$ cat config.mk
export PLATFORM = sky130hd
export DESIGN_NAME = dep_type_rule_loader
export DESIGN_NICKNAME = d
export VERILOG_FILES = /design/src/rtl/dep_cfg_pkg.sv /design/src/rtl/dep_rule_rec_unpack.sv /design/src/rtl/dep_type_rule_loader.sv
export SDC_FILE = /design/constraint.sdc
export NUM_CORES = 1
export LEC_CHECK = 0
export ABC_CLOCK_PERIOD_IN_PS = 3000
export CAP_MARGIN = 30
export CORE_ASPECT_RATIO = 0.6
export CORE_MARGIN = 1
export CORE_UTILIZATION = 30
export CTS_CLUSTER_DIAMETER = 150
export DETAILED_ROUTE_END_ITERATION = 12
export DONT_BUFFER_PORTS = 1
export SYNTH_ARGS = -nofsm -noshare
export SYNTH_HDL_FRONTEND = slang
export SYNTH_HIERARCHICAL = 1
export SYNTH_SLANG_ARGS = --single-unit
$ cat constraint.sdc
create_clock -name i_clk -period 3 [get_ports i_clk]
set_clock_uncertainty 0.1 [all_clocks]
set_input_delay 0.6 -clock i_clk [delete_from_list [all_inputs] [get_ports i_clk]]
set_output_delay 0.6 -clock i_clk [all_outputs]
set_load 0.05 [all_outputs]
$ cat src/rtl/dep_cfg_pkg.sv
// -----------------------------------------------------------------------------
// dep_cfg_pkg
// Shared definitions for the deparser type-rule loader:
//   - rule-table geometry macros (defaults provided when not set externally)
//   - config header opcodes and bit positions
//   - rule_rec_t, the packed rule record (LSB-first: valid, typeData, typeMask,
//     typeOffset, keyOffset, keyReplaceOffset, headShift, metaShift)
//   - REC_W / NWORDS and FSM state encoding
// Optional feature macro used by the loader: DEP_RULE_SHADOW_EN.
// -----------------------------------------------------------------------------
`ifndef RULE_NUM
`define RULE_NUM 8
`endif
`ifndef TYPE_NUM
`define TYPE_NUM 2
`endif
`ifndef TYPE_WIDTH
`define TYPE_WIDTH 16
`endif
`ifndef TYPE_OFFSET_WIDTH
`define TYPE_OFFSET_WIDTH 8
`endif
`ifndef KEY_FILED_NUM
`define KEY_FILED_NUM 4
`endif
`ifndef KEY_OFFSET_WIDTH
`define KEY_OFFSET_WIDTH 6
`endif
`ifndef HEAD_SHIFT_WIDTH
`define HEAD_SHIFT_WIDTH 8
`endif
`ifndef META_SHIFT_WIDTH
`define META_SHIFT_WIDTH 8
`endif

package dep_cfg_pkg;

  // Header layout is fixed for 32-bit config words.
  localparam int CFG_W = 32;

  localparam int RULE_NUM = `RULE_NUM;
  localparam int IDX_W    = (RULE_NUM > 1) ? $clog2(RULE_NUM) : 1;

  localparam logic [7:0] OP_WRITE      = 8'h01;
  localparam logic [7:0] OP_INVALIDATE = 8'h02;
  localparam logic [7:0] OP_READ       = 8'h03;

  localparam int HDR_OP_MSB  = 31;
  localparam int HDR_OP_LSB  = 24;
  localparam int HDR_IDX_MSB = 7;
  localparam int HDR_IDX_LSB = 0;

  localparam int TD_W = `TYPE_NUM * `TYPE_WIDTH;
  localparam int TO_W = `TYPE_NUM * `TYPE_OFFSET_WIDTH;
  localparam int KO_W = `KEY_FILED_NUM * (`KEY_OFFSET_WIDTH + 1);
  localparam int KR_W = `KEY_FILED_NUM * `KEY_OFFSET_WIDTH;
  localparam int HS_W = `HEAD_SHIFT_WIDTH;
  localparam int MS_W = `META_SHIFT_WIDTH;

  // First member is the MSB, so valid ends up at bit 0.
  typedef struct packed {
    logic [MS_W-1:0] meta_shift;
    logic [HS_W-1:0] head_shift;
    logic [KR_W-1:0] key_replace_offset;
    logic [KO_W-1:0] key_offset;
    logic [TO_W-1:0] type_offset;
    logic [TD_W-1:0] type_mask;
    logic [TD_W-1:0] type_data;
    logic            valid;
  } rule_rec_t;

  localparam int REC_W  = 1 + 2 * TD_W + TO_W
                        + `KEY_FILED_NUM * (2 * `KEY_OFFSET_WIDTH + 1)
                        + HS_W + MS_W;
  localparam int NWORDS = (REC_W + CFG_W - 1) / CFG_W;
  localparam int BUF_W  = NWORDS * CFG_W;
  localparam int WCNT_W = (NWORDS > 1) ? $clog2(NWORDS + 1) : 1;

  typedef enum logic [2:0] {
    ST_IDLE   = 3'd0,
    ST_LOAD   = 3'd1,
    ST_COMMIT = 3'd2,
    ST_DRAIN  = 3'd3,
    ST_RDOUT  = 3'd4
  } state_t;

endpackage

$ cat src/rtl/dep_rule_rec_unpack.sv
// -----------------------------------------------------------------------------
// dep_rule_rec_unpack
// Combinational split of a packed rule record onto the typeRule_* fields.
// Ports:
//   rec_bits            in   REC_W packed record (rule_rec_t layout)
//   valid               out  rule valid bit
//   type_data/type_mask out  match data / mask
//   type_offset         out  type offsets
//   key_offset          out  key offsets (top bit of each field = valid)
//   key_replace_offset  out  replace slot per key
//   head_shift          out  header shift
//   meta_shift          out  meta shift
// -----------------------------------------------------------------------------
module dep_rule_rec_unpack
  import dep_cfg_pkg::*;
(
  input  logic [REC_W-1:0] rec_bits,
  output logic             valid,
  output logic [TD_W-1:0]  type_data,
  output logic [TD_W-1:0]  type_mask,
  output logic [TO_W-1:0]  type_offset,
  output logic [KO_W-1:0]  key_offset,
  output logic [KR_W-1:0]  key_replace_offset,
  output logic [HS_W-1:0]  head_shift,
  output logic [MS_W-1:0]  meta_shift
);

  rule_rec_t rec_s;

  assign rec_s              = rule_rec_t'(rec_bits);
  assign valid              = rec_s.valid;
  assign type_data          = rec_s.type_data;
  assign type_mask          = rec_s.type_mask;
  assign type_offset        = rec_s.type_offset;
  assign key_offset         = rec_s.key_offset;
  assign key_replace_offset = rec_s.key_replace_offset;
  assign head_shift         = rec_s.head_shift;
  assign meta_shift         = rec_s.meta_shift;

endmodule

$ cat src/rtl/dep_type_rule_loader.sv
// -----------------------------------------------------------------------------
// dep_type_rule_loader
// Control-plane writer for the deparser type-lookup rule table. Decodes a
// 32-bit config word stream (header + payload words), assembles one rule
// record and commits it as a single-cycle one-hot write strobe with the
// registered typeRule_* fields. Erroneous commands are counted and drained.
// Optional macro DEP_RULE_SHADOW_EN: shadow copy of all rules plus a READ
// command that streams a stored record out on the o_rd_* port.
// Ports:
//   i_clk, i_rst_n            clock, async active-low reset
//   i_cfg_valid/data/last     config word stream; o_cfg_ready accepts
//   o_rule_wren               one-hot rule write strobe (one cycle)
//   o_typeRule_*              committed rule fields (held between commits)
//   o_cmd_cnt / o_err_cnt     committed / rejected commands, saturating
//   o_rd_valid/data/last,
//   i_rd_ready                readback stream (DEP_RULE_SHADOW_EN only)
// -----------------------------------------------------------------------------
module dep_type_rule_loader
  import dep_cfg_pkg::*;
#(
  parameter int CFG_WIDTH = 32,
  parameter int CNT_WIDTH = 16
) (
  input  logic                 i_clk,
  input  logic                 i_rst_n,
  input  logic                 i_cfg_valid,
  input  logic [CFG_WIDTH-1:0] i_cfg_data,
  input  logic                 i_cfg_last,
  output logic                 o_cfg_ready,
  output logic [`RULE_NUM-1:0] o_rule_wren,
  output logic                 o_typeRule_valid,
  output logic [TD_W-1:0]      o_typeRule_typeData,
  output logic [TD_W-1:0]      o_typeRule_typeMask,
  output logic [TO_W-1:0]      o_typeRule_typeOffset,
  output logic [KO_W-1:0]      o_typeRule_keyOffset,
  output logic [KR_W-1:0]      o_typeRule_keyReplaceOffset,
  output logic [HS_W-1:0]      o_typeRule_headShift,
  output logic [MS_W-1:0]      o_typeRule_metaShift,
  output logic [CNT_WIDTH-1:0] o_cmd_cnt,
  output logic [CNT_WIDTH-1:0] o_err_cnt
`ifdef DEP_RULE_SHADOW_EN
  ,
  output logic                 o_rd_valid,
  output logic [CFG_WIDTH-1:0] o_rd_data,
  output logic                 o_rd_last,
  input  logic                 i_rd_ready
`endif
);

  localparam logic [WCNT_W-1:0]    LAST_WORD = WCNT_W'(NWORDS - 1);
  localparam logic [WCNT_W-1:0]    WCNT_ONE  = {{(WCNT_W-1){1'b0}}, 1'b1};
  localparam logic [CNT_WIDTH-1:0] CNT_ONE   = {{(CNT_WIDTH-1){1'b0}}, 1'b1};
  localparam logic [`RULE_NUM-1:0] WREN_ONE  = {{(`RULE_NUM-1){1'b0}}, 1'b1};
  localparam logic [BUF_W-1:0]     WORD_MASK = BUF_W'({CFG_WIDTH{1'b1}});

  state_t                state_r, state_next;
  logic [REC_W-1:0]      rec_r, rec_next, out_rec_r;
  logic [WCNT_W-1:0]     wcnt_r, wcnt_next;
  logic [IDX_W-1:0]      idx_r, idx_next;
  logic [`RULE_NUM-1:0]  wren_r;
  logic                  ready_r;
  logic [CNT_WIDTH-1:0]  cmd_cnt_r, err_cnt_r;
  logic                  xfer_s, commit_s, err_s, idx_ok_s;
  logic [7:0]            hdr_op_s, hdr_idx_s;
  int                    word_sh_s;

`ifdef DEP_RULE_SHADOW_EN
  logic [REC_W-1:0]      shadow_r [RULE_NUM];
  logic [WCNT_W-1:0]     rcnt_r, rcnt_next;
  logic                  rd_fire_s;
  int                    rd_sh_s;

  assign o_rd_valid = (state_r == ST_RDOUT);
  assign o_rd_last  = o_rd_valid & (rcnt_r == LAST_WORD);
  assign rd_fire_s  = o_rd_valid & i_rd_ready;
  assign rd_sh_s    = int'(rcnt_r) * CFG_WIDTH;
  // Pad bits above REC_W read back as zero because the shadow holds only REC_W.
  assign o_rd_data  = CFG_WIDTH'(BUF_W'(shadow_r[idx_r]) >> rd_sh_s);
`endif

  assign xfer_s      = i_cfg_valid & ready_r;
  assign hdr_op_s    = i_cfg_data[HDR_OP_MSB:HDR_OP_LSB];
  assign hdr_idx_s   = i_cfg_data[HDR_IDX_MSB:HDR_IDX_LSB];
  assign idx_ok_s    = (hdr_idx_s < 8'(RULE_NUM));
  assign word_sh_s   = int'(wcnt_r) * CFG_WIDTH;
  assign o_cfg_ready = ready_r;
  assign o_rule_wren = wren_r;
  assign o_cmd_cnt   = cmd_cnt_r;
  assign o_err_cnt   = err_cnt_r;

  // Next-state, record assembly and commit/error decode.
  always_comb begin
    state_next = state_r;
    rec_next   = rec_r;
    wcnt_next  = wcnt_r;
    idx_next   = idx_r;
    commit_s   = 1'b0;
    err_s      = 1'b0;
`ifdef DEP_RULE_SHADOW_EN
    rcnt_next  = rcnt_r;
`endif
    case (state_r)
      ST_IDLE: begin
        if (xfer_s) begin
          idx_next = hdr_idx_s[IDX_W-1:0];
          if (!idx_ok_s) begin
            err_s      = 1'b1;
            state_next = i_cfg_last ? ST_IDLE : ST_DRAIN;
          end else begin
            case (hdr_op_s)
              OP_WRITE: begin
                // A WRITE must be followed by payload words.
                if (i_cfg_last) begin
                  err_s      = 1'b1;
                  state_next = ST_IDLE;
                end else begin
                  wcnt_next  = '0;
                  state_next = ST_LOAD;
                end
              end
              OP_INVALIDATE: begin
                if (i_cfg_last) begin
                  rec_next   = '0;
                  commit_s   = 1'b1;
                  state_next = ST_COMMIT;
                end else begin
                  err_s      = 1'b1;
                  state_next = ST_DRAIN;
                end
              end
`ifdef DEP_RULE_SHADOW_EN
              OP_READ: begin
                if (i_cfg_last) begin
                  rcnt_next  = '0;
                  state_next = ST_RDOUT;
                end else begin
                  err_s      = 1'b1;
                  state_next = ST_DRAIN;
                end
              end
`endif
              default: begin
                err_s      = 1'b1;
                state_next = i_cfg_last ? ST_IDLE : ST_DRAIN;
              end
            endcase
          end
        end else begin
          state_next = ST_IDLE;
        end
      end
      ST_LOAD: begin
        if (xfer_s) begin
          // Drop the word into its 32-bit slot; pad bits past REC_W fall off.
          rec_next  = REC_W'((BUF_W'(rec_r) & ~(WORD_MASK << word_sh_s))
                             | (BUF_W'(i_cfg_data) << word_sh_s));
          wcnt_next = wcnt_r + WCNT_ONE;
          if (wcnt_r == LAST_WORD) begin
            if (i_cfg_last) begin
              commit_s   = 1'b1;
              state_next = ST_COMMIT;
            end else begin
              err_s      = 1'b1;
              state_next = ST_DRAIN;
            end
          end else if (i_cfg_last) begin
            err_s      = 1'b1;
            state_next = ST_IDLE;
          end else begin
            state_next = ST_LOAD;
          end
        end else begin
          state_next = ST_LOAD;
        end
      end
      ST_COMMIT: begin
        state_next = ST_IDLE;
      end
      ST_DRAIN: begin
        if (xfer_s && i_cfg_last) begin
          state_next = ST_IDLE;
        end else begin
          state_next = ST_DRAIN;
        end
      end
`ifdef DEP_RULE_SHADOW_EN
      ST_RDOUT: begin
        if (rd_fire_s) begin
          if (rcnt_r == LAST_WORD) begin
            state_next = ST_IDLE;
          end else begin
            rcnt_next  = rcnt_r + WCNT_ONE;
            state_next = ST_RDOUT;
          end
        end else begin
          state_next = ST_RDOUT;
        end
      end
`endif
      default: begin
        state_next = ST_IDLE;
      end
    endcase
  end

  // State, record, strobe, registered field outputs and counters.
  always_ff @(posedge i_clk or negedge i_rst_n) begin
    if (!i_rst_n) begin
      state_r   <= ST_IDLE;
      rec_r     <= '0;
      out_rec_r <= '0;
      wcnt_r    <= '0;
      idx_r     <= '0;
      wren_r    <= '0;
      ready_r   <= 1'b0;
      cmd_cnt_r <= '0;
      err_cnt_r <= '0;
    end else begin
      state_r <= state_next;
      rec_r   <= rec_next;
      wcnt_r  <= wcnt_next;
      idx_r   <= idx_next;
      // Ready is registered from the next state so it is low exactly in COMMIT/RDOUT.
      ready_r <= (state_next != ST_COMMIT) && (state_next != ST_RDOUT);
      if (commit_s) begin
        wren_r    <= WREN_ONE << idx_next;
        out_rec_r <= rec_next;
      end else begin
        wren_r    <= '0;
      end
      if (commit_s && (cmd_cnt_r != '1)) begin
        cmd_cnt_r <= cmd_cnt_r + CNT_ONE;
      end
      if (err_s && (err_cnt_r != '1)) begin
        err_cnt_r <= err_cnt_r + CNT_ONE;
      end
    end
  end

`ifdef DEP_RULE_SHADOW_EN
  // Shadow copy of every committed record plus the readback word counter.
  always_ff @(posedge i_clk or negedge i_rst_n) begin
    if (!i_rst_n) begin
      rcnt_r <= '0;
      for (int i = 0; i < RULE_NUM; i++) begin
        shadow_r[i] <= '0;
      end
    end else begin
      rcnt_r <= rcnt_next;
      if (commit_s) begin
        shadow_r[idx_next] <= rec_next;
      end
    end
  end
`endif

  dep_rule_rec_unpack u_unpack (
    .rec_bits           (out_rec_r),
    .valid              (o_typeRule_valid),
    .type_data          (o_typeRule_typeData),
    .type_mask          (o_typeRule_typeMask),
    .type_offset        (o_typeRule_typeOffset),
    .key_offset         (o_typeRule_keyOffset),
    .key_replace_offset (o_typeRule_keyReplaceOffset),
    .head_shift         (o_typeRule_headShift),
    .meta_shift         (o_typeRule_metaShift)
  );

endmodule

# After elaboration in Yosys (flattened, before gate mapping)
# Cells that the tools add are included.
# classes
n_addsub	3
n_lt_le_gt_ge	1
n_eq_ne	14
n_shift	3
muxes	39
n_bitwise	4
reduce_logical	7
# ops
operator	count
149-bit two-way mux	5
149-bit one-hot mux with 2 select lines	1
149-bit bitwise AND	1
149-bit NOT	1
149-bit OR	1
32-bit by 8-bit << shifter with 149-bit output	1
32-bit by 8-bit << shifter with 149-bit output, first input constant	1
3-bit two-way mux	11
16-bit by 1-bit adder with 16-bit output, second input constant	2
16-bit inequality test, second input constant	2
1-bit two-way mux	13
3-bit one-hot mux with 2 select lines	2
3-bit one-hot mux with 3 select lines	1
8-bit by 1-bit equality test with 1-bit output, second input constant	1
8-bit by 2-bit equality test with 1-bit output, second input constant	1
8-bit by 4-bit < comparator with 1-bit output, second input constant	1
8-bit two-way mux	1
2-bit inequality test, second input constant	4
1-bit by 3-bit << shifter with 8-bit output, first input constant	1
1-bit one-hot mux with 2 select lines	3
6-bit AND reduction	1
1-bit logical AND	4
2-bit two-way mux	2
3-bit by 1-bit adder with 3-bit output, second input constant	1
other kinds (9)	9
# word_totals
register_bits	348
wordCells	80

# Longest topological paths before layout
# logic_depth
ltp_word	7
depth_mapped	10

# Modules after synthesis
# Netlist, hierarchy kept.
# modules_own_cells
module	instances	cells_per_inst	area_per_inst_um2
dep_type_rule_loader	1	907	13266.5
dep_rule_rec_unpack	1	149	1118.6

# Worst setup path after synthesis
# Ideal clock, no wire load.
# synth_timing
path_type	input port to flip-flop
start	input port i_cfg_data[27]
end	register out_rec_r[111]
t_arrival_ps	2402
slack_ps	373
stages	6
cell_sequence	or4_1 nor4_1 o21a_1 buf_2 buf_2 mux2_2
# synth_via
elab_chain_cells	5
# synth_lines
item	line	rtl
start: declaration	dep_type_rule_loader.sv:27	input logic [CFG_WIDTH-1:0] i_cfg_data,
8-bit by 2-bit equality test with 1-bit output (*)	dep_type_rule_loader.sv:110	case (hdr_op_s)
149-bit two-way mux / 1-bit two-way mux (equally long branches)	dep_type_rule_loader.sv:110	
149-bit two-way mux / 1-bit two-way mux (equally long branches)	dep_type_rule_loader.sv:106	if (!idx_ok_s) begin
149-bit two-way mux / 1-bit two-way mux (equally long branches)	dep_type_rule_loader.sv:104	if (xfer_s) begin
149-bit one-hot mux with 2 select lines / 1-bit one-hot mux with 2 select lines (equally long branches)	dep_type_rule_loader.sv:102	case (state_r)
end signal: assignment	dep_type_rule_loader.sv:227	out_rec_r <= rec_next;
end: declaration	dep_type_rule_loader.sv:57	logic [REC_W-1:0] rec_r, rec_next, out_rec_r;
# Mark *: on every way between the ends. The rest lies on a longest branch, timed or not.
# A chain may end at the register's enable or synchronous reset.

# Worst setup path after layout
# layout_timing
start	register wcnt_r[1]
end	register err_cnt_r[15], in the netlist o_err_cnt[15]
# layout_via
elab_chain_cells	5
# layout_lines
item	line	rtl
start: declaration	dep_type_rule_loader.sv:58	logic [WCNT_W-1:0] wcnt_r, wcnt_next;
start signal: assignment	dep_type_rule_loader.sv:221	wcnt_r <= wcnt_next;
3-bit equality test	dep_type_rule_loader.sv:158	if (wcnt_r == LAST_WORD) begin
1-bit two-way mux	dep_type_rule_loader.sv:158	
1-bit two-way mux	dep_type_rule_loader.sv:153	if (xfer_s) begin
1-bit one-hot mux with 2 select lines	dep_type_rule_loader.sv:102	
1-bit logical AND	dep_type_rule_loader.sv:234	if (err_s && (err_cnt_r != '1)) begin
end signal: assignment	dep_type_rule_loader.sv:235	err_cnt_r <= err_cnt_r + CNT_ONE;
end: declaration	dep_type_rule_loader.sv:62	logic [CNT_WIDTH-1:0] cmd_cnt_r, err_cnt_r;
# Every way passes these cells.

==> flow_summary.yaml <==
layout:
  finalNonFillerCells: 1606
  final_util_pct: 33.6
  postLayoutCellArea_um2: 15700
  n_fill_cell: 4503
  diodes: 0
  multi_input_area_um2: 4400
  area_delta_synth_final_pct: 9.17
  register_area_um2: 8680
  drive_above_1_share_pct: 29.6
  nNetsFinal: 996
power:
  power_mw: 19.3
  p_switching_mw: 7.97
  clockPowerShare_pct: 24.1
  seq_power_share_pct: 54.4
  leakagePower_nw: 7.09
  comb_power_share_pct: 21.4
  p_per_area_nw_per_um2: 1230
  vdd_drop_max_uv: 542
  intPower_mw: 11.3
  p_sw_share_pct: 41.3
clocking:
  clkLatencyLatePin_ps: 540
  cts_buffers: 36
  clock-sinks: 347
  clockBufferDepth: 3
  cts_setup_buffers: 0
  h-tree-depth: 2
  path_clk_slew_ps: 70
  cts_tree: "yes"
  clockRootBuffer: "clkbuf_16"
timing:
  fin_ws_ps: 447
  slew_headroom_pct: 42.2
  whs_ps: -337
  fmax_mhz: 392
  fin_setup_tns_ps: 0
  finalCritPeriodShare_pct: 85.1
  tightestPinTransition_ps: 857
  rsz0062_at_grt: "false"
  drv_slew: 0
  finalSetupViolCount: 0
  period_needed_ps: 2550
  hold_viol_final: 347
floorplan:
  fp.dieH_um: 172
  coreArea_um2: 46800
  ios: 226
  num_rows: 61
  start_util_pct: 30.7
  die_w_um: 285
  die_area_um2: 48900
route:
  drt_first_pass_iters: 4
  vias_per_cell: 4.90
  drtIter0Drc: 538
  dr_total_vias: 7864
  ant_nets: 0
  drc: 0
  wl_per_cell_um: 22.2
  drt_wl_total_mm: 35.7
global_route:
  grtUsageTotal_pct: 14.6
  grt_pass1_wl_mm: 54.4
  grt_max_degree: 348
  first_global_vias: 8149
  use_met3_pct: 5.09
  grt.busiest_layer: "met2"
  antenna_found_initial: 0
  use_met1_pct: 19.3
  met2_usage_pct: 22.6
  grt.overflow.total: 0
synth:
  synthTopCellsByCount: "dfrtp_1 (347), mux2_2 (155), a22o_1 (150), buf_4 (149), clkbuf_1 (32)"
  yosys-top-cells-area: "dfrtp_1 (60%), mux2_2 (12%), a22o_1 (9.1%)"
  synth-xor-area-share_pct: 1.52
  synth_top_area_share_pct: 60.4
  ys_seq_area_share_pct: 60.4
  synthCells: 1056
  synth_edf_count: 0
  synth-adder-area-share_pct: 0.696
  yosys.area.top_type: "dfrtp_1"
  synthSimpleGateAreaFrac_pct: 5.34
  yosysWarnings: 6
  syn_avg_cell_area_um2: 13.6
  synth_nets: 1100
  synth.ff_latch_count: 347
  ys.flop_type: "dfrtp_1"
  synth_most_common_cell: "dfrtp_1"
  synth_top_family_by_area: "multiplexers"
  muxShareOfSynthArea_pct: 12.3
  async_flop_share_pct: 100
  synth_compound_area_share_pct: 10.1
  synth_cell_types: 37
  synth_area_um2: 14400
worst_setup_path:
  crit_buf_inv: 2
  endpoint_kind: "register"
  r2r_slack_ps: 450
  worstPathArrival_ps: 2850
  crit_path_start_kind: "register"
  critPathTopFamily: "compound AO/OA/AOI/OAI gates"
  reg2regPathDepth: 9
  worstPathCellList: "inv_1 -> ha_1 -> and2_1 -> ha_1 -> o21ai_0 -> a21oi_2 -> buf_4 -> nand4_1 -> xnor2_1"
  cp_data_required_time_ps: 3290
  cp_common_cell: "ha_1"
  path_depth: 9
  max_stage_delay_ps: 450
  crit_type: "register to register"
  crit_fanout: 6
  cp_slowest_cell: "dfrtp_1"
worst_hold_path:
  hp-class: "input pin to async pin"
outcome:
  status: "finished with violations"
  failed_checks: "negative hold slack"
placed_design:
  pre_cts_ws_ps: 149
  gp_congestion: 0.827
  placed_area_um2: 14500
  hpwl_mm: 23.6
  port-buffer-count: 0
  place_inst: 1544
run:
  drv_cap: 0
-- cell type report --
type                    instances  area share (%)
inverters                      12           0.287
multi-input cells             495            28.0
flip-flops and latches        347            55.3
repair buffers                 60            3.61
well taps                     630            5.02
clock inverters                16            1.33
clock buffers                  46            6.43
-- cell usage in the layout (no fill, tap or decap), types with 6 or more instances in the layout --
cell | synthesis | layout
buf_4 | 149 | 50
clkbuf_16 | 0 | 37
nor3_1 | 11 | 9
nand2_1 | 15 | 15
nand3_1 | 22 | 22
nand4_1 | 16 | 16
buf_12 | 0 | 9
and3_1 | 10 | 10
inv_1 | 12 | 12
xnor2_1 | 24 | 24
ha_1 | 8 | 8
nor2b_1 | 22 | 22
nor2_1 | 6 | 6
mux2_2 | 155 | 155
dfrtp_1 | 347 | 347
nor4_1 | 10 | 6
a22o_1 | 150 | 150
-- metal layers --
| metal | part of all wire [%] | vias up |
|---|---|---|
| li1 | - | 3436 |
| met1 | 44 | 4151 |
| met2 | 45 | 215 |
| met3 | 7.9 | 62 |
| met4 | 2.7 | 0 |
| met5 | 0 | - |
-- cells by family (layout without fill, tap and decap cells) --
group,after synthesis,after routing
flip-flops,347,347
buffers and inverters,214,134
AO/OA/AOI/OAI,172,172
multiplexers,158,158
AND/OR/NAND/NOR,132,132
XOR/XNOR,25,25
adder cells (fa/ha/maj),8,8
-- path summary, 6_finish.rpt --
path,startpoint,to
worst max register to register,wcnt_r[1],o_err_cnt[15]
worst min-delay path,i_rst_n,o_err_cnt[10]
max in group asynchronous,i_rst_n,rec_r[43]
worst min register to register,rec_r[120],rec_r[120]
worst max-delay path,wcnt_r[1],o_err_cnt[15]
min in group i_clk,i_cfg_data[24],rec_r[56]
-- sequential cells by signal, indices dropped and copies added, names as in the netlist --
| register | flops |
|---|---|
| out_rec_r | 149 |
| rec_r | 149 |
| o_cmd_cnt | 16 |
| o_err_cnt | 16 |
| o_rule_wren | 8 |
| idx_r | 3 |
| wcnt_r | 3 |
| state_r | 2 |
| o_cfg_ready | 1 |
-- power by group through the flow --
stage | logic (mW) | clock network [mW] | registers, mW
floorplan | 7.06 | 0 | 7.41
global placement | 3.99 | 0 | 10.6
detailed placement | 4.14 | 0 | 10.6
CTS | 4.17 | 4.85 | 10.5
global route | 4.51 | 5.05 | 10.7
finish | 4.13 | 4.66 | 10.5
-- repair_timing --
action	in CTS	in global routing
setup endpoints to repair	0	1
gates resized for setup	0	1
endpoints found under the hold margin	347	347
(Power assumes the default switching activity.)
